### config.mk
export PLATFORM = sky130hd
export DESIGN_NAME = instruction_fetch
export DESIGN_NICKNAME = d
export VERILOG_FILES = /design/src/rtl/instruction_fetch.sv
export SDC_FILE = /design/constraint.sdc
export NUM_CORES = 1
export LEC_CHECK = 0
export CAP_MARGIN = 15
export CORE_AREA = 2 2 89 155
export DETAILED_ROUTE_END_ITERATION = 7
export DIE_AREA = 0 0 91 157
export GPL_ROUTABILITY_DRIVEN = 0
export GPL_TIMING_DRIVEN = 0
export PLACE_DENSITY = 0.71
export SLEW_MARGIN = 20
export SYNTH_ARGS = -nofsm -noshare
export SYNTH_HDL_FRONTEND = slang
export SYNTH_SLANG_ARGS = --single-unit
### constraint.sdc
create_clock -name i_clk -period 4.5 [get_ports i_clk]
set_input_delay 1.35 -clock i_clk [delete_from_list [all_inputs] [get_ports i_clk]]
set_output_delay 1.35 -clock i_clk [all_outputs]
set_load 0.03 [all_outputs]
### src/rtl/instruction_fetch.sv
// Fetch stage: owns the PC, issues instruction reads on the shared bus while the
// control unit is in FETCH, and latches/decodes the returned word for the control unit.
module instruction_fetch #(
  parameter logic [31:0] RESET_VECTOR   = 32'h0000_0000,
  parameter int unsigned TIMEOUT_CYCLES = 255
) (
  input  logic        i_clk,
  input  logic        i_rst_n,
  input  logic        i_state,
  input  logic        i_load_PC,
  input  logic        i_branch_taken,
  input  logic [31:0] i_branch_target,
  input  logic        i_bus_DV,
  input  logic [31:0] i_bus_data,
  output logic        o_bus_read,
  output logic [31:0] o_bus_addr,
  output logic [31:0] o_pc,
  output logic [31:0] o_instruction_word,
  output logic [5:0]  o_instruction,
  output logic        o_misaligned,
  output logic        o_bus_timeout
);

  localparam logic [31:0] NOP_WORD      = 32'h0000_0013;
  localparam logic [5:0]  NOP_ID        = 6'd10;
  localparam logic [5:0]  ID_ILLEGAL    = 6'd63;
  localparam logic [7:0]  TIMEOUT_LIMIT = 8'(TIMEOUT_CYCLES);

  localparam logic [6:0] OP_LUI    = 7'b0110111;
  localparam logic [6:0] OP_AUIPC  = 7'b0010111;
  localparam logic [6:0] OP_JAL    = 7'b1101111;
  localparam logic [6:0] OP_JALR   = 7'b1100111;
  localparam logic [6:0] OP_BRANCH = 7'b1100011;
  localparam logic [6:0] OP_LOAD   = 7'b0000011;
  localparam logic [6:0] OP_STORE  = 7'b0100011;
  localparam logic [6:0] OP_IMM    = 7'b0010011;
  localparam logic [6:0] OP_REG    = 7'b0110011;
  localparam logic [6:0] OP_FENCE  = 7'b0001111;
  localparam logic [6:0] OP_SYSTEM = 7'b1110011;

  typedef enum logic [1:0] {
    ST_IDLE = 2'd0,
    ST_REQ  = 2'd1,
    ST_WAIT = 2'd2,
    ST_HOLD = 2'd3
  } state_t;

  state_t      state_r, state_next_s;
  logic [7:0]  wait_cnt_r, wait_cnt_next_s, wait_cnt_inc_s;
  logic [31:0] pc_r, pc_next_s;
  logic [31:0] ir_r, ir_next_s;
  logic [5:0]  id_r, id_next_s;
  logic        bus_read_r;
  logic        misaligned_r, misaligned_next_s;
  logic        timeout_r, timeout_next_s;

  // RV32I word to the numeric instruction ID; anything unlisted is illegal.
  function automatic logic [5:0] decode(input logic [31:0] word);
    logic [6:0] opcode;
    logic [2:0] funct3;
    logic [6:0] funct7;
    logic [5:0] id;
    opcode = word[6:0];
    funct3 = word[14:12];
    funct7 = word[31:25];
    id     = ID_ILLEGAL;
    case (opcode)
      OP_LUI:   id = 6'd0;
      OP_AUIPC: id = 6'd1;
      OP_JAL:   id = 6'd2;
      OP_JALR: begin
        if (funct3 == 3'b000) id = 6'd3;
        else                  id = ID_ILLEGAL;
      end
      OP_BRANCH: begin
        case (funct3)
          3'b000:  id = 6'd4;
          3'b001:  id = 6'd5;
          3'b100:  id = 6'd6;
          3'b101:  id = 6'd7;
          3'b110:  id = 6'd8;
          3'b111:  id = 6'd9;
          default: id = ID_ILLEGAL;
        endcase
      end
      OP_IMM: begin
        case (funct3)
          3'b000: id = 6'd10;
          3'b010: id = 6'd11;
          3'b011: id = 6'd12;
          3'b100: id = 6'd13;
          3'b110: id = 6'd14;
          3'b111: id = 6'd15;
          3'b001: begin
            if (funct7 == 7'b0000000) id = 6'd16;
            else                      id = ID_ILLEGAL;
          end
          3'b101: begin
            if (funct7 == 7'b0000000)      id = 6'd17;
            else if (funct7 == 7'b0100000) id = 6'd18;
            else                           id = ID_ILLEGAL;
          end
          default: id = ID_ILLEGAL;
        endcase
      end
      // OR/AND have no ID in the control unit's table, so they decode as illegal.
      OP_REG: begin
        if (funct7 == 7'b0000000) begin
          case (funct3)
            3'b000:  id = 6'd19;
            3'b001:  id = 6'd21;
            3'b010:  id = 6'd22;
            3'b011:  id = 6'd23;
            3'b100:  id = 6'd24;
            3'b101:  id = 6'd25;
            default: id = ID_ILLEGAL;
          endcase
        end else if (funct7 == 7'b0100000) begin
          case (funct3)
            3'b000:  id = 6'd20;
            3'b101:  id = 6'd26;
            default: id = ID_ILLEGAL;
          endcase
        end else begin
          id = ID_ILLEGAL;
        end
      end
      OP_LOAD: begin
        case (funct3)
          3'b000:  id = 6'd27;
          3'b001:  id = 6'd28;
          3'b010:  id = 6'd29;
          3'b100:  id = 6'd30;
          3'b101:  id = 6'd31;
          default: id = ID_ILLEGAL;
        endcase
      end
      OP_STORE: begin
        case (funct3)
          3'b000:  id = 6'd32;
          3'b001:  id = 6'd33;
          3'b010:  id = 6'd34;
          default: id = ID_ILLEGAL;
        endcase
      end
      OP_FENCE: begin
        if (funct3 == 3'b000) id = 6'd35;
        else                  id = ID_ILLEGAL;
      end
      OP_SYSTEM: begin
        if (word == 32'h0000_0073)      id = 6'd36;
        else if (word == 32'h0010_0073) id = 6'd37;
        else                            id = ID_ILLEGAL;
      end
      default: id = ID_ILLEGAL;
    endcase
    return id;
  endfunction

  // Next-state, PC update, capture and flag logic for the fetch FSM.
  always_comb begin
    state_next_s      = state_r;
    wait_cnt_next_s   = wait_cnt_r;
    pc_next_s         = pc_r;
    ir_next_s         = ir_r;
    id_next_s         = id_r;
    misaligned_next_s = 1'b0;
    timeout_next_s    = timeout_r;
    wait_cnt_inc_s    = wait_cnt_r + 8'd1;
    case (state_r)
      ST_IDLE: begin
        if (i_state == 1'b0) state_next_s = ST_REQ;
        else                 state_next_s = ST_IDLE;
      end
      ST_REQ: begin
        wait_cnt_next_s = 8'd0;
        state_next_s    = ST_WAIT;
      end
      // Data valid in the final counted cycle still wins over the timeout.
      ST_WAIT: begin
        wait_cnt_next_s = wait_cnt_inc_s;
        if (i_bus_DV) begin
          ir_next_s    = i_bus_data;
          id_next_s    = decode(i_bus_data);
          state_next_s = ST_HOLD;
        end else if (wait_cnt_inc_s >= TIMEOUT_LIMIT) begin
          timeout_next_s = 1'b1;
          state_next_s   = ST_REQ;
        end else begin
          state_next_s = ST_WAIT;
        end
      end
      ST_HOLD: begin
        if (i_load_PC) begin
          if (i_branch_taken) begin
            pc_next_s         = {i_branch_target[31:2], 2'b00};
            misaligned_next_s = (i_branch_target[1:0] != 2'b00);
          end else begin
            pc_next_s = pc_r + 32'd4;
          end
          state_next_s = ST_IDLE;
        end else begin
          state_next_s = ST_HOLD;
        end
      end
      default: state_next_s = ST_IDLE;
    endcase
  end

  // State and output registers; the read strobe is registered from the next state.
  always_ff @(posedge i_clk or negedge i_rst_n) begin
    if (!i_rst_n) begin
      state_r      <= ST_IDLE;
      wait_cnt_r   <= 8'd0;
      pc_r         <= RESET_VECTOR;
      ir_r         <= NOP_WORD;
      id_r         <= NOP_ID;
      bus_read_r   <= 1'b0;
      misaligned_r <= 1'b0;
      timeout_r    <= 1'b0;
    end else begin
      state_r      <= state_next_s;
      wait_cnt_r   <= wait_cnt_next_s;
      pc_r         <= pc_next_s;
      ir_r         <= ir_next_s;
      id_r         <= id_next_s;
      bus_read_r   <= (state_next_s == ST_REQ);
      misaligned_r <= misaligned_next_s;
      timeout_r    <= timeout_next_s;
    end
  end

  assign o_bus_read         = bus_read_r;
  assign o_bus_addr         = pc_r;
  assign o_pc               = pc_r;
  assign o_instruction_word = ir_r;
  assign o_instruction      = id_r;
  assign o_misaligned       = misaligned_r;
  assign o_bus_timeout      = timeout_r;

endmodule

=== Yosys cells after proc, flatten, opt, wreduce, memory -nomap -nowiden ===
Index checks and enable logic that the tools add are counted.

* Add/subtract/negate cells: 2
* Order comparisons: 1
* Equal/unequal tests: 25
* Mux-type cells: 26
* Bitwise gates (word level): 1
* Reduce and logical (&&, ||, !) cells: 8

{| class="wikitable"
|+ Operators by type and width
! kind !! number
|-
| 6-bit one-hot mux with 6 select lines || 2
|-
| 6-bit one-hot mux with 11 select lines || 1
|-
| 6-bit one-hot mux with 8 select lines || 1
|-
| 6-bit two-way mux || 6
|-
| 32-bit by 3-bit adder with 32-bit output (second input constant) || 1
|-
| 32-bit by 21-bit equality test with 1-bit output (second input constant) || 1
|-
| 32-bit by 7-bit equality test with 1-bit output (second input constant) || 1
|-
| 32-bit two-way mux || 1
|-
| 6-bit one-hot mux with 5 select lines || 1
|-
| 7-bit by 6-bit equality test with 1-bit output (second input constant) || 4
|-
| 7-bit equality test (second input constant) || 4
|-
| 8-bit one-hot mux with 2 select lines || 1
|-
| 5-bit two-way mux || 3
|-
| 5-bit one-hot mux with 3 select lines || 1
|-
| 7-bit by 5-bit equality test with 1-bit output (second input constant) || 2
|-
| 3-bit equality test (second input constant) || 4
|-
| 6-bit one-hot mux with 2 select lines || 1
|-
| 8-bit by 1-bit adder with 8-bit output (second input constant) || 1
|-
| 8-bit greater-or-equal comparator (second input constant) || 1
|-
| 2-bit one-hot mux with 4 select lines || 1
|-
| 7-bit by 2-bit equality test with 1-bit output (second input constant) || 1
|-
| 7-bit by 4-bit equality test with 1-bit output (second input constant) || 1
|-
| 7-bit logical NOT || 1
|-
| 3-bit by 2-bit equality test with 1-bit output (second input constant) || 2
|-
| 11 further kinds || 20
|}

* Register bits after elaboration: 83
* Input port bits: 70
* Output and inout bits: 105
* Word-level logic and storage cells: 71

=== Longest topological paths before layout ===
Gate-level depths: netlist of the first run.

* Depth after elaboration: 6
* Depth in mapped cells: 9
* Mapped depth without buffers: 7

=== Worst setup path after synthesis of the first run ===
No wires, ideal clock.

* Path type: input port to flip-flop
* Start point: input i_bus_data[12]
* End point: register id_r[3], in the netlist o_instruction[3]
* Setup time: 0.083 ns
* Arrival: 2.621 ns
* Data required time: 4.417 ns
* Setup slack: 1.795 ns
* Cell stages on the path: 5
* Path buffers: 1
* Path through: buf_6 > or3_4 > nor4_2 > o311ai_1 > o32a_1

* Cells in the longest elaborated chain, start to end: 5
* Elaborated cells on any way between the ends: 22
* Classes of those cells: 9 x eq/ne; 12 x mux; 1 x reduce/logical

{| class="wikitable"
|+ RTL lines
! element !! RTL line !! source
|-
| start: declaration || 14 || <nowiki>input logic [31:0] i_bus_data,</nowiki>
|-
| 3-bit equality test / 3-bit logical NOT (equally long branches) || - ||
|-
| 6-bit one-hot mux with 2 select lines || 119 || <nowiki>case (funct3)</nowiki>
|-
| 6-bit two-way mux || 118 || <nowiki>end else if (funct7 == 7'b0100000) begin</nowiki>
|-
| 6-bit two-way mux || 108 || <nowiki>if (funct7 == 7'b0000000) begin</nowiki>
|-
| 6-bit one-hot mux with 11 select lines (*) || 67 || <nowiki>case (opcode)</nowiki>
|-
| end signal: assignment || 226 || <nowiki>id_r <= id_next_s;</nowiki>
|-
| end: declaration || 52 || <nowiki>logic [5:0] id_r, id_next_s;</nowiki>
|}

Mark *: on every way between the ends. The rest lies on a longest branch, timed or not.
A chain may end at the register's enable or synchronous reset.

=== Final worst setup path of the first run ===
* Start point: input i_bus_data[9]
* End point: register id_r[3], in the netlist o_instruction[3]

* Cells in the longest elaborated chain, start to end: 4
* Elaborated cells on any way between the ends: 5
* Classes of those cells: 2 x eq/ne; 3 x mux

{| class="wikitable"
|+ RTL lines
! element !! RTL line !! source
|-
| 32-bit by 21-bit equality test with 1-bit output || 152 || <nowiki>else if (word == 32'h0010_0073) id = 6'd37;</nowiki>
|-
| 5-bit two-way mux || 152 ||
|-
| 5-bit two-way mux (*) || 151 || <nowiki>if (word == 32'h0000_0073) id = 6'd36;</nowiki>
|-
| 6-bit one-hot mux with 11 select lines (*) || 67 ||
|}

Marks and branches as above.

==> results of run 1 <==
[state kept, by name (all words and copies together), names as in the netlist]
register and count:
o_bus_addr 30, o_instruction_word 32, wait_cnt_r 8, o_misaligned 1, o_bus_read 1, o_bus_timeout 1
state_r 2, o_instruction 6
[layer usage]
layer,GRT usage,share of wire,vias to the layer above
met5,0,0,-
li1,-,-,2564
met1,0.256,0.35,2592
met2,0.441,0.53,285
met3,0.0483,0.076,62
met4,0.145,0.046,0
[path summary, 6_finish.rpt]
check | from | endpoint | slack, ns | cells past startpoint
min in group asynchronous | i_rst_n | o_bus_addr[31]$_DFFE_PN0P_ | 0.98 | 1
worst max register to register | state_r[0]$_DFF_PN0_ | o_instruction[1]$_DFFE_PN1P_ | 2.10 | 9
worst max-delay path | i_bus_data[9] | o_instruction[3]$_DFFE_PN1P_ | 1.18 | 6
max in group asynchronous | i_rst_n | o_instruction[3]$_DFFE_PN1P_ | 2.84 | 2
worst min register to register | o_instruction_word[4]$_DFFE_PN1P_ | o_instruction_word[4]$_DFFE_PN1P_ | 0.46 | 2
worst min-delay path | o_instruction_word[4]$_DFFE_PN1P_ | o_instruction_word[4]$_DFFE_PN1P_ | 0.46 | 2
[final cells by class]
type,instances,area (sq um),area share
buffer,73,423,0.0576
clock buffer,10,229,0.0312
clock inverter,6,60.1,0.00819
inverter,14,52.6,0.00716
multi-input combinational,458,2630,0.358
sequential,81,2030,0.277
tap,171,214,0.0292
timing repair buffer,168,1700,0.231
[placed cells by master (no fill, tap or decap), drive strengths merged, types with 14 or more instances in the layout]
master         Yosys  final
o21ai             52     52
nand2            129    129
clkbuf            29     39
buf               44     46
clkdlybuf4s50      0    166
nor2              34     34
nand3             27     27
inv               14     14
a21oi             38     38
dfrtp             76     76
[power groups by stage]
stage | clock [W] | combinational [W] | sequential, W
3_3_place_gp | 0 | 0.00259 | 0.00135
4_1_cts | 0.000742 | 0.00264 | 0.00136
3_5_place_dp | 0 | 0.00264 | 0.00137
6_report | 0.000732 | 0.00262 | 0.00136
5_1_grt | 0.000769 | 0.00279 | 0.00141
2_1_floorplan | 0 | 0.00100 | 0.00186
[logic make-up after synthesis]
family / after synthesis / share of synthesized area
AO/OA/AOI/OAI: 166 / 0.214
XOR/XNOR: 5 / 0.00855
adder cells (fa/ha/maj): 7 / 0.0168
buffers and inverters: 87 / 0.0928
flip-flops: 81 / 0.397
multiplexers: 6 / 0.0117
other: 1 / 0.000732
AND/OR/NAND/NOR: 270 / 0.258
[per-stage QoR]
step                      area, sq um  power (W)  setup slack, ns
after floorplan                  5140    0.00286             1.80
after global placement           7020    0.00394           -0.984
after detailed placement         7050    0.00400            0.822
after CTS                        7340    0.00474             1.18
after global routing             7340    0.00497             1.08
final                            7340    0.00472             1.18
[worst max-delay path: stages]
cell                              delay, ns
sky130_fd_sc_hd__clkdlybuf4s50_1       0.42
sky130_fd_sc_hd__nor4_1                0.73
sky130_fd_sc_hd__nand4_1               0.25
sky130_fd_sc_hd__nor4_2                0.23
sky130_fd_sc_hd__o311ai_1              0.20
sky130_fd_sc_hd__o32a_1                0.40
==> out/metrics.sh, run 1 <==
RUN_STATUS='finished clean'
CRITPATHLAUNCHTYPE='input pin'
CTS.SINKS=81
SHARE_OF_POWER_BURNED_IN_THE_CLOCK_NETWORK=0.155
DETAILROUTE.VIA_COUNT=5503
ROUTE.DETAILED.DRC=0
YOSYS_WARNINGS=0
MAX-VDD-IR-DROP_uV=332
START_UTIL=0.396
CTSLONGESTPATHBUFFERS=2
NUMBER_OF_ENABLE_FLIP_FLOP_CELLS_AFTER_SYNTHESIS=0
CLOCK_TREE.ROOT_CELL='sky130_fd_sc_hd__clkbuf_16'
FINALWIRELENGTH_UM=17500
INTPOWER_W=0.00259
DRV_CAP=0
FIN_WORST_SKEW_NS=0.0102
POST-CTS-SETUP-BUFFER-COUNT=0
MAXSLEWHEADROOM=0.455
GRT_MAX_DEGREE=45
CLOCK_TREE_FROM_TRITONCTS='yes'
SETUP_CRIT_END_KIND='flip-flop'
DETAIL-ROUTE-ANTENNA-NETS=0
ASYNC_RESET_FF_FRAC=1.00
ROUTED_WIRELENGTH_NORMALIZED_BY_INSTANCE_COUNT_UM=17.9
CTS_MADE_BUFFERS=9
POWER_FRAC_COMB=0.556
FMAX_MHz=301
QUANTITY_OF_I_O_BUFFERS_INSERTED_ON_PORTS=167
SYNTH.DISTINCT_CELLS=76
GRT_ANTENNA_BEFORE_REPAIR=0
FINALSETUPTNS_NS=0
DRT_ITER0_DRC=369
CTS_HTREE_LEVELS=3
CLOCK_TRANSITION_TIME_AT_THE_FLIP_FLOP_CLOCK_PINS_OF_THE_WORST_SETUP_AND_HOLD_PATHS_NS=0.06
CTS.HOLD.BUFFERS_ADDED=0
DP.CELLS=965
DIE_W_UM=91
NETLIST.AREA_LEADER.SHARE=0.371
CTS_RESIZED=0
ROUTE.DETAILED.VIAS_PER_INST=5.61
DRIVE_ABOVE_1_SHARE=0.102
POWER_SWITCHING_SHARE=0.451
LEADING_POST_SYNTHESIS_CELLS_BY_CELL_AREA='sky130_fd_sc_hd__dfrtp_1 37%, sky130_fd_sc_hd__nand2_1 9.4%, sky130_fd_sc_hd__buf_4 5.3%, sky130_fd_sc_hd__o21ai_0 5.1%, sky130_fd_sc_hd__a21oi_1 3.7%'
CLKLATENCYLATEPIN_NS=0.34
LAYOUT_MIN_CYCLE_TIME_NS=3.32
POST_SYNTH_MOST_FREQUENT_CELLS='128 x sky130_fd_sc_hd__nand2_1, 76 x sky130_fd_sc_hd__dfrtp_1, 52 x sky130_fd_sc_hd__o21ai_0'
FLOORPLAN.DIE_AREA_SQ_MM=0.0143
GLOBAL_ROUTE.USAGE.TOTAL=0.242
GRT_PASS1_VIAS=5533
SHARE_OF_THE_YOSYS_CHIP_AREA_BELONGING_TO_REGISTERS=0.397
MAPPEDNETLISTAREA_SQ_MM=0.00512
GRT_OVERFLOW=0
POST_SYNTH.CELL_AREA_AVG_SQ_UM=8.23
DRV_SLEW=0
FIRST_PASS_GRT_WIRE_LENGTH_UM=27800
STD_CELL_ROWS=55
CRIT_PATH_MAX_FANOUT=2
NNETSFINAL=881
RSZ0062_AT_GRT='no'
NUMBER_OF_FILLER_INSTANCES_IN_THE_FINAL_LAYOUT=1225
WORST-SLEW-PIN-TRANSITION_NS=0.811
WORST_HOLD_SLACK_NS=0.462
TIMING.CRITICAL_PATH.ARRIVAL_NS=3.58
POWER.SEQUENTIAL.FRACTION=0.289
POST-ROUTE-PERIOD-UTIL=0.738
INSTANCE_COUNT_OF_THE_MAPPED_NETLIST=623
CORE_SQ_MM=0.0129
DRT_FIRST_PASS_ITERS=5
SYN2LAYOUT_AREA_GROWTH_PCT=43.1
POST-SYNTH-TOP-COUNT-CELL='sky130_fd_sc_hd__nand2_1'
DIODES=0
CELLLEAKAGEPOWER_nW=3.04
IOPINCOUNT=175
REQUIRED_NS=4.76
TOTAL_SWITCHING_POWER_W=0.00213
REPORT.FINAL.HOLD_VIOL_COUNT=0
UTILIZATION=0.567
SYNTH_TOP_CELL_BY_AREA='sky130_fd_sc_hd__dfrtp_1'
POST_LAYOUT_NONFILLER_INSTANCES=981
NUMBER_OF_FAILING_SETUP_ENDPOINTS_IN_THE_FINAL_TIMING_REPORT=0
DIE_HEIGHT_UM=157
PLACE.DETAILED.HPWL_UM=13500
SYNTH_SEQ_CELLS=81
POWER-PER-CELL-AREA_mW_PER_MM2=643
TIMING.SETUP.CRITICAL_PATH_CLASS='input pin to flip-flop'
MIN_PATH_TYPE='flip-flop to flip-flop'
DOMINANTREGCELLSYNTH='sky130_fd_sc_hd__dfrtp_1'
Power figures use the tool's default switching activity.
==> inputs of run 2 (changes only) <==
clock period = 3.2 ns   (was 4.5 ns; I/O delays follow)
==> results of run 2 <==
Same layout as run 1 (identical final DEF). Status: finished clean.
Main changes from that run: setup slack after placement 0.822 ns -> -0.0880 ns; setup slack after layout 1.18 ns -> 0.271 ns; register-to-register setup slack 2.10 ns -> 0.80 ns; total power 0.00472 W -> 0.00664 W; worst IR drop on VDD 332 uV -> 467 uV
==> inputs of run 3 (changes only) <==
CAP_MARGIN = 20   (was 15)
clock period = 2.8 ns   (was 3.2 ns; I/O delays follow)
==> run 3 against run 2 <==
  * Sequential power up 15%
  * Cell count unchanged
  * Final area is essentially flat
  * Global-route usage barely moved
  * Critical path depth rose by 1
  * Sequential share of layout area is essentially flat
  * Critical endpoint unchanged
  * Largest cell class unchanged
  * Largest power group unchanged
==> out/metrics.sh, run 3 (same netlist as run 1, synthesis figures left out) <==
RSZ0062_AT_GRT='no'
IOPINCOUNT=175  # unchanged
FIN_WORST_SKEW_NS=0.00779  # -0.00237 ns
DIE_W_UM=91  # unchanged
GRT_PASS1_VIAS=5539  # +0.11%
MAX-VDD-IR-DROP_uV=536
TOP_LIBRARY_CELLS_BY_USAGE_IN_THE_LAYOUT_FILL_AND_TAPS_ASIDE='166 x sky130_fd_sc_hd__clkdlybuf4s50_1, 128 x sky130_fd_sc_hd__nand2_1, 76 x sky130_fd_sc_hd__dfrtp_1'
WORST_R2R_SRC='state_r[0]$_DFF_PN0_'
FINAL-SEQ-AREA_SQ_MM=0.00203  # unchanged
DRT_FIRST_PASS_ITERS=5  # unchanged
GLOBAL_ROUTE.USAGE.TOTAL=0.243  # +0.000405
CLOCK_TRANSITION_TIME_AT_THE_FLIP_FLOP_CLOCK_PINS_OF_THE_WORST_SETUP_AND_HOLD_PATHS_NS=0.06  # about the same
DIODES=0  # unchanged
AREA_OF_COMBINATIONAL_CELLS_WITH_MULTIPLE_INPUTS_SQ_MM=0.00263  # +0.24%
FIN_WS_NS=0.123
INTPOWER_W=0.00416
CLOCK_TREE_FROM_TRITONCTS='yes'
POWER_FRAC_COMB=0.557  # about the same
CELLLEAKAGEPOWER_nW=3.04  # about the same
CRITICAL_PATH.CELL_CHAIN='clkdlybuf4s50_1 -> clkbuf_1 -> nor2_1 -> a21oi_1 -> a221oi_2 -> o311ai_1 -> o32a_1'
DIE_HEIGHT_UM=157  # unchanged
FMAX_MHz=373
STD_CELL_ROWS=55  # unchanged
MIN_DELAY_SRC='o_instruction_word[4]$_DFFE_PN1P_'
CTS.SINKS=81  # unchanged
LARGEST_REG_FLOPS=32  # unchanged
PLACE.DETAILED.HPWL_UM=13500  # unchanged
NNETSFINAL=881  # unchanged
CRITICAL_PATH.STARTPOINT='i_bus_data[2]'
SETUP_CRIT_END_KIND='flip-flop'
CLKLATENCYLATEPIN_NS=0.34  # about the same
WORST-SLEW-PIN-TRANSITION_NS=0.652  # -0.159 ns
POWER.SEQUENTIAL.FRACTION=0.289  # about the same
DRT_ITER0_DRC=357  # -3.3%
POST-ROUTE-PERIOD-UTIL=0.956
CTS_MADE_BUFFERS=9  # unchanged
TOTALPOWERFINAL_W=0.00759
LAYOUT_MIN_CYCLE_TIME_NS=2.68
GRT_ANTENNA_BEFORE_REPAIR=0  # unchanged
REPORT.FINAL.HOLD_VIOL_COUNT=0  # unchanged
TOTAL_SWITCHING_POWER_W=0.00342
START_UTIL=0.396  # unchanged
SHARE_OF_POWER_BURNED_IN_THE_CLOCK_NETWORK=0.155  # about the same
NUMBER_OF_FILLER_INSTANCES_IN_THE_FINAL_LAYOUT=1224  # -0.082%
SYN2LAYOUT_AREA_GROWTH_PCT=43.3  # about the same
CTS_HTREE_LEVELS=3  # unchanged
MOST_FREQUENT_STANDARD_CELL_IN_THE_LAYOUT_EXCLUDING_FILL_AND_TAP_CELLS='sky130_fd_sc_hd__clkdlybuf4s50_1'
TIMING.SETUP.CRITICAL_PATH_CLASS='input pin to flip-flop'
FINALWIRELENGTH_UM=17600  # +0.59%
POWER-PER-CELL-AREA_mW_PER_MM2=1030
ROUTE.DETAILED.VIAS_PER_INST=5.59  # -0.35%
CTSLONGESTPATHBUFFERS=2  # unchanged
GRT_MAX_DEGREE=45  # unchanged
FIRST_PASS_GRT_WIRE_LENGTH_UM=27900  # +0.17%
DETAILROUTE.VIA_COUNT=5484  # -0.35%
MAX_STAGE_DELAY_NS=0.53  # -0.20 ns
CRIT_PATH_MAX_FANOUT=10  # +8
GRT_OVERFLOW=0  # unchanged
DETAIL-ROUTE-ANTENNA-NETS=0  # unchanged
ROUTE.DETAILED.DRC=0  # unchanged
DRIVE_ABOVE_1_SHARE=0.104  # +0.00123
REG2REG_SETUP_SLACK_NS=0.39
DRV_CAP=0  # unchanged
CORE_SQ_MM=0.0129  # unchanged
DP_SLACK_NS=-0.368
POWER_SWITCHING_SHARE=0.451
NUMBER_OF_FAILING_SETUP_ENDPOINTS_IN_THE_FINAL_TIMING_REPORT=0  # unchanged
REQUIRED_NS=3.06
MIN_PATH_TYPE='flip-flop to flip-flop'
POST-CTS-SETUP-BUFFER-COUNT=0  # unchanged
ROUTED_WIRELENGTH_NORMALIZED_BY_INSTANCE_COUNT_UM=18.0  # +0.59%
MAXSLEWHEADROOM=0.563  # +0.108
CPMAXSTAGEDELAYCELL='sky130_fd_sc_hd__clkdlybuf4s50_1'
CRITPATHLAUNCHTYPE='input pin'
TIMING.CRITICAL_PATH.ARRIVAL_NS=2.94
RUN_STATUS='finished clean'
CLOCK_TREE.ROOT_CELL='sky130_fd_sc_hd__clkbuf_16'
QUANTITY_OF_I_O_BUFFERS_INSERTED_ON_PORTS=167  # unchanged
DRV_SLEW=0  # unchanged
FLOORPLAN.DIE_AREA_SQ_MM=0.0143  # unchanged
run 3: cell count changes in the layout (fill, tap and decap cells not counted):
cell | previous run | this run
sky130_fd_sc_hd__nor4_1 | 7 | 6
sky130_fd_sc_hd__nor4_2 | 2 | 3
run 3: metrics by stage:
stage          instance area (sq um)  utilization  setup TNS (ns)  hold WS, ns  std cells
6_report                        7340        0.568               0        0.462        981
5_1_grt                         7340        0.568               0        0.476        981
4_1_cts                         7340        0.568               0        0.462        981
3_5_place_dp                    7050        0.545           -1.48        0.451        965
3_3_place_gp                    7020        0.543         -171.44        0.448        964
2_1_floorplan                   5140            -               0        0.480        626
run 3: metal layers:
layer | vias up | GRT usage | wire, um
li1 | 2553 | - | -
met1 | 2595 | 0.258 | 6220
met2 | 280 | 0.444 | 9510
met3 | 56 | 0.0474 | 1220
met4 | 0 | 0.139 | 682
met5 | - | 0 | 0
run 3: power by group through the flow:
stage	clock (W)	sequential, W	combinational, W
final	0.00117	0.00219	0.00422
after global routing	0.00124	0.00227	0.00449
after CTS	0.00119	0.00218	0.00425
after detailed placement	0	0.00220	0.00424
after global placement	0	0.00217	0.00417
after floorplan	0	0.00299	0.00161
run 3: worst paths after layout:
kind	to	cells after the start
max in group asynchronous	o_instruction[3]$_DFFE_PN1P_	2
hold / removal	o_instruction_word[4]$_DFFE_PN1P_	2
setup / recovery	o_instruction[3]$_DFFE_PN1P_	7
setup reg to reg	o_instruction[1]$_DFFE_PN1P_	9
hold reg to reg	o_instruction_word[4]$_DFFE_PN1P_	2
min in group asynchronous	o_bus_addr[31]$_DFFE_PN0P_	1
run 3: final cells by class:
type / count / area share
multi-input combinational: 458 / 0.359
buffer: 73 / 0.0576
clock inverter: 6 / 0.00818
inverter: 14 / 0.00716
timing repair buffer: 168 / 0.231
tap: 171 / 0.0291
sequential: 81 / 0.277
clock buffer: 10 / 0.0312
run 3: worst max-delay path, delay by kind of cell:
family	cells	cell delay (ns)
compound gates	4	1.16
buf+inv	2	0.79
simple gates	1	0.14
run 3: timing repair:
action	in CTS	in global routing
setup endpoints to repair	1	0
hold buffers	0	0
resized for setup	1	0
endpoints found under the hold margin	0	0
